`src/rtl/ifetch_pkg.sv`:
```
// Shared types and constants for the instruction fetch sequencer.
package ifetch_pkg;

    localparam int unsigned XLEN    = 32;
    localparam int unsigned ENTRY_W = 2 * XLEN;

    localparam logic [XLEN-1:0] HALT_WORD_DEF = 32'hFFFF_FFFF;

    typedef enum logic [1:0] {
        ST_IDLE  = 2'd0,
        ST_FETCH = 2'd1,
        ST_HALT  = 2'd2,
        ST_FAULT = 2'd3
    } state_t;

    typedef struct packed {
        logic [XLEN-1:0] instr;
        logic [XLEN-1:0] pc;
    } fetch_entry_t;

    // Unsigned compare so a wrapped PC is also caught as out of range.
    function automatic logic pc_in_range(input logic [XLEN-1:0] pc,
                                         input logic [XLEN-1:0] last_adrs);
        return pc <= last_adrs;
    endfunction

endpackage

```
`src/rtl/ifetch_buf.sv`:
```
// DEPTH-entry fetch queue with push/pop/flush; head is presented directly to decode.
module ifetch_buf
    import ifetch_pkg::*;
#(
    parameter int unsigned DEPTH = 2
) (
    input  logic               clk,
    input  logic               rst_n,
    input  logic               push,
    input  logic               pop,
    input  logic               flush,
    input  logic [ENTRY_W-1:0] wr_data,
    output logic               head_valid,
    output logic [ENTRY_W-1:0] head_data,
    output logic               full_c
);

    localparam int unsigned PTR_W = (DEPTH > 1) ? $clog2(DEPTH) : 1;
    localparam int unsigned CNT_W = $clog2(DEPTH + 1);

    logic [ENTRY_W-1:0] mem [DEPTH];
    logic [PTR_W-1:0]   rd_ptr;
    logic [PTR_W-1:0]   wr_ptr;
    logic [CNT_W-1:0]   count;
    logic [CNT_W-1:0]   count_nxt;
    logic               do_push;
    logic               do_pop;

    assign full_c    = (count == CNT_W'(DEPTH));
    assign head_data = mem[rd_ptr];

    // A push into a full queue is legal only when the head leaves the same cycle.
    always_comb begin
        do_pop    = 1'b0;
        do_push   = 1'b0;
        count_nxt = count;
        if (flush) begin
            count_nxt = '0;
        end else begin
            do_pop    = pop && (count != '0);
            do_push   = push && (!full_c || do_pop);
            count_nxt = count + CNT_W'(do_push) - CNT_W'(do_pop);
        end
    end

    always_ff @(posedge clk or negedge rst_n) begin
        if (!rst_n) begin
            rd_ptr     <= '0;
            wr_ptr     <= '0;
            count      <= '0;
            head_valid <= 1'b0;
            for (int i = 0; i < int'(DEPTH); i++) begin
                mem[i] <= '0;
            end
        end else begin
            count      <= count_nxt;
            head_valid <= (count_nxt != '0);
            if (flush) begin
                rd_ptr <= '0;
                wr_ptr <= '0;
            end else begin
                if (do_push) begin
                    mem[wr_ptr] <= wr_data;
                    wr_ptr      <= wr_ptr + PTR_W'(1);
                end
                if (do_pop) begin
                    rd_ptr <= rd_ptr + PTR_W'(1);
                end
            end
        end
    end

endmodule

```
`src/rtl/ifetch_ctrl.sv`:
```
// Fetch sequencer: owns the PC, walks instruction memory into the fetch queue,
// and handles redirects, halt detection and out-of-range faults.
module ifetch_ctrl
    import ifetch_pkg::*;
#(
    parameter logic [31:0] RESET_PC  = 32'h0000_0000,
    parameter int unsigned MEM_BYTES = 400,
    parameter int unsigned DEPTH     = 2,
    parameter logic [31:0] HALT_WORD = HALT_WORD_DEF
) (
    input  logic        clk,
    input  logic        rst_n,
    input  logic        start,
    output logic [31:0] imem_adrs,
    input  logic [31:0] imem_data,
    input  logic        redirect_valid,
    input  logic [31:0] redirect_pc,
    input  logic        dec_ready,
    output logic        inst_valid,
    output logic [31:0] inst,
    output logic [31:0] inst_pc,
    output logic        halted,
    output logic        fault
);

    localparam logic [31:0] LAST_ADRS = 32'(MEM_BYTES - 4);

    state_t       state;
    state_t       state_nxt;
    logic [31:0]  pc;
    logic [31:0]  pc_nxt;
    logic         push_c;
    logic         pop_c;
    logic         flush_c;
    logic         full_c;
    logic         redirect_c;
    fetch_entry_t wr_entry;
    fetch_entry_t head_entry;

    assign imem_adrs  = pc;
    assign wr_entry   = '{instr: imem_data, pc: pc};
    assign inst       = head_entry.instr;
    assign inst_pc    = head_entry.pc;
    assign redirect_c = redirect_valid && (state != ST_IDLE);

    ifetch_buf #(
        .DEPTH (DEPTH)
    ) u_buf (
        .clk        (clk),
        .rst_n      (rst_n),
        .push       (push_c),
        .pop        (pop_c),
        .flush      (flush_c),
        .wr_data    (wr_entry),
        .head_valid (inst_valid),
        .head_data  (head_entry),
        .full_c     (full_c)
    );

    // Next state / PC; a redirect overrides everything else that cycle.
    always_comb begin
        state_nxt = state;
        pc_nxt    = pc;
        push_c    = 1'b0;
        pop_c     = inst_valid && dec_ready;
        flush_c   = 1'b0;

        if (redirect_c) begin
            flush_c   = 1'b1;
            pop_c     = 1'b0;
            pc_nxt    = redirect_pc;
            state_nxt = (redirect_pc[1:0] != 2'b00) ? ST_FAULT : ST_FETCH;
        end else begin
            case (state)
                ST_IDLE: begin
                    if (start) begin
                        state_nxt = ST_FETCH;
                    end
                end
                ST_FETCH: begin
                    if (!full_c || pop_c) begin
                        if (!pc_in_range(pc, LAST_ADRS)) begin
                            state_nxt = ST_FAULT;
                        end else if (imem_data == HALT_WORD) begin
                            state_nxt = ST_HALT;
                        end else begin
                            push_c = 1'b1;
                            pc_nxt = pc + 32'd4;
                        end
                    end
                end
                default: begin
                end
            endcase
        end
    end

    always_ff @(posedge clk or negedge rst_n) begin
        if (!rst_n) begin
            state  <= ST_IDLE;
            pc     <= RESET_PC;
            halted <= 1'b0;
            fault  <= 1'b0;
        end else begin
            state  <= state_nxt;
            pc     <= pc_nxt;
            halted <= (state_nxt == ST_HALT);
            fault  <= (state_nxt == ST_FAULT);
        end
    end

endmodule

```
`config.mk`:
```
export PLATFORM = sky130hd
export DESIGN_NAME = ifetch_ctrl
export DESIGN_NICKNAME = d
export VERILOG_FILES = /design/src/rtl/ifetch_pkg.sv /design/src/rtl/ifetch_buf.sv /design/src/rtl/ifetch_ctrl.sv
export SDC_FILE = /design/constraint.sdc
export NUM_CORES = 1
export LEC_CHECK = 0
export BUFFER_PORTS_ARGS = -buffer_cell sky130_fd_sc_hd__clkbuf_2
export CAP_MARGIN = 10
export CORE_MARGIN = 3
export CORE_UTILIZATION = 40
export CTS_CLUSTER_DIAMETER = 120
export DETAILED_ROUTE_END_ITERATION = 8
export GPL_ROUTABILITY_DRIVEN = 1
export GPL_TIMING_DRIVEN = 0
export HOLD_SLACK_MARGIN = 0.12
export SLEW_MARGIN = 20
export SYNTH_ARGS = -nofsm -noshare
export SYNTH_HDL_FRONTEND = slang
export SYNTH_SLANG_ARGS = --single-unit
```
`constraint.sdc`:
```
create_clock -name clk -period 2.55 [get_ports clk]
set_input_delay 0.51 -clock clk [delete_from_list [all_inputs] [get_ports clk]]
set_output_delay 0.51 -clock clk [all_outputs]
set_load 0.005 [all_outputs]
```
==> summary.txt <==
Placement
  – Port bufs: 167
  – Final HPWL DP: 12800 um
  – Dpl cells: 967
  – Gp weighted congestion: 0.833

Clock network
  – Root buffer selected by CTS: clkbuf_16
  – CTS tree: yes
  – Clock-pin transition on the worst setup and hold timing paths: 0.07 ns
  – H-tree depth: 4
  – Clk buf depth: 2
  – Clock sink count: 169
  – CTS Buf Count: 17
  – Worst-skew pair later-pin latency: 0.42 ns

Route
  – Residual DRC count: 0
  – Remaining antenna violation count: 0
  – DR vias: 5095
  – Pre-antenna DRT Iters: 4
  – Routed WL per cell: 17.8 um
  – Detailed Route Iter0 Violations: 205
  – Vias per cell: 5.05
  – Final wirelength: 17900 um

Logic synthesis
  – Post-Syn Nets: 642
  – Most numerous cell in the Yosys netlist: dfrtp_1
  – Synth cell count leaders: 169 x dfrtp_1, 86 x nand2_1, 83 x mux2_2
  – Top cell type's share of synthesized area: 56.2%
  – Number of synthesized register bits: 169
  – Predominant post-synthesis flop cell: dfrtp_1
  – Synth area leaders: dfrtp_1 56%, mux2_4 13%, mux2_2 12%
  – Synthesized instance count: 570
  – Synth warn: 0
  – Synth area leader: dfrtp_1
  – Asr flop ratio synth: 100%
  – Avg Cell Area, Syn: 13.2 sq um
  – Netlist cell types: 42
  – Mapped cell area: 7530 sq um
  – Register area share after synthesis: 56.2%
  – Post-synth EDFFs: 0

Floorplanning
  – Starting density of the core: 41.3%
  – Die ar.: 20500 sq um
  – Row cnt: 49
  – Horiz. Die Dim: 143 um
  – Io pins: 168
  – Chip height: 143 um
  – Core ar.: 18200 sq um

Critical path
  – Crit Reg-Reg Startpoint: imem_adrs[16]
  – Worst-path fanout max: 10
  – CP Launch Point: u_buf.rd_ptr
  – Critical path's slowest cell: mux2_2
  – R2R Setup Slk: 0.13 ns
  – CP Class: reg -> out
  – Critical path required time: 2.04 ns
  – Worst Setup Start Kind: flop
  – Critical Path AT: 1.91 ns
  – CP peak stage delay: 0.38 ns
  – CP Capture Type: output pin
  – CP most frequent cell: clkbuf_2
  – CP cell instances: clkbuf_2 -> clkbuf_2 -> mux2_2 -> clkbuf_2

Flow run
  – Max cap viols: 0

Power and ir drop
  – Peak supply drop: 0.499 mV
  – P_leak: 5.05 nW
  – Cell Pwr Density: 625 nW/um^2

Timing
  – Max Slew Vio Count: 0
  – Headroom to the max-slew limit: 49.4%
  – Final critical-path required period: 2.42 ns
  – Post-route setup TNS: 0 ns
  – Max Freq: 413 MHz
  – Final Setup Violations: 0
  – RSZ-0062 raised after global routing: false
  – Period utilization: 94.9%
  – Worst Max-Slew Pin Slew: 0.753 ns
  – Final hold vios: 0
  – Setup Skew: 0.00938 ns

Hold path
  – Hold Startpoint: redirect_pc[15]
  – Hold WC Path Type: in -> reg

Layout
  – Synth-to-Final Area Change: 25.3%
  – Non-Filler Instances: 1009
  – Fill count: 1593
  – Nets: 838
  – Proportion of layout cells with a drive suffix above 1: 49.6%

Global route
  – Largest net degree at the start of global routing: 96
  – Total GRT Usage: 17.8%
  – Vias in the first global route: 5519
  – Total gr overflow: 0
  – First-pass GRT wire length: 29000 um
  – Initial antenna violation count: 0

Run status
  – Status: complete, no violations
worst max-delay path, delay by kind of cell (launching register included):
family	cells	cell delay [ns]
buf+inv	3	0.77
flops	1	0.34
mux	1	0.38
worst paths after layout:
kind | cells past startpoint | endpoint
worst min register to register | 1 | u_buf.mem[22]
min in group asynchronous | 2 | u_buf.mem[49]
worst min-delay path | 3 | imem_adrs[15]
worst max register to register | 9 | u_buf.head_valid
worst max-delay path | 4 | inst_pc[29]
max in group asynchronous | 3 | imem_adrs[2]
power breakdown:
group | total, mW | switching (mW) | internal (mW)
logic | 0.397 | 0.209 | 0.188
registers | 2.83 | 0.0759 | 2.76
clock network | 2.67 | 1.08 | 1.58
total | 5.90 | 1.37 | 4.53
state kept, by name, summed over array words and instances, names as in the netlist:
signal            count
halted                1
u_buf.mem           128
imem_adrs            32
u_buf.count           2
fault                 1
u_buf.head_valid      1
state                 2
u_buf.wr_ptr          1
u_buf.rd_ptr          1
cells by family (layout without fill, tap and decap cells):
family | Yosys count | count (layout) | synth area share [%]
and+or+nand+nor | 183 | 183 | 12.2
DFF | 169 | 169 | 56.2
muxes | 146 | 146 | 25.0
buffers and inverters | 34 | 243 | 2.56
AOI/OAI and AO/OA | 32 | 32 | 3.24
adders and majority gates | 3 | 3 | 0.499
xor gates and xnor gates | 3 | 3 | 0.349
other | 0 | 1 | 0
routing by layer:
metal | share of wire (%) | track usage, % | vias to the layer above
met1 | 46 | 24.3 | 2554
li1 | - | - | 2376
met3 | 4.6 | 4.62 | 26
met4 | 1.9 | 5.45 | 0
met2 | 47 | 28.0 | 139
met5 | 0 | 0 | -
area by class of cell:
class	instances	area [sq um]	share of cell area (%)
Inverter	4	15.0	0.159
Tap cell	229	287	3.04
Antenna cell	1	2.50	0.0265
Timing Repair Buffer	177	942	9.99
Sequential cell	169	4230	44.9
Clock buffer	20	447	4.73
Multi-Input combinational cell	367	3160	33.5
Clock inverter	12	163	1.72
Buffer	30	189	2.00
cell usage in the layout (no fill, tap or decap), types with 8 or more instances in the layout:
cell,n
and2_1,47
buf_4,9
buf_6,8
clkbuf_1,14
clkbuf_16,17
clkbuf_2,172
dfrtp_1,167
mux2_2,83
mux2_4,63
nand2_1,86
nand4_1,12
nor2_1,11
metrics by stage:
step,util (%),total power [mW],worst slack (ns),area [sq um],hold WS [ns]
after detailed placement,47.7,3.27,-0.560,8690,0.467
after floorplan,-,3.01,0.168,7530,0.214
after CTS,51.3,5.96,0.00424,9340,0.261
final,51.8,5.90,0.130,9430,0.283
after global routing,51.8,6.13,0.00406,9430,0.274
after global placement,47.5,3.25,-1.90,8650,0.463
repair_timing:
item / CTS / global route
hold endpoints to repair: 8 / 0
pin swaps: 2 / 6
gates resized for setup: 9 / 12
setup buffers: 2 / 6
hold buffers: 1 / 0
endpoints found under the setup margin: 143 / 83
cloned: 0 / 0
Power figures use the tool's default switching activity.
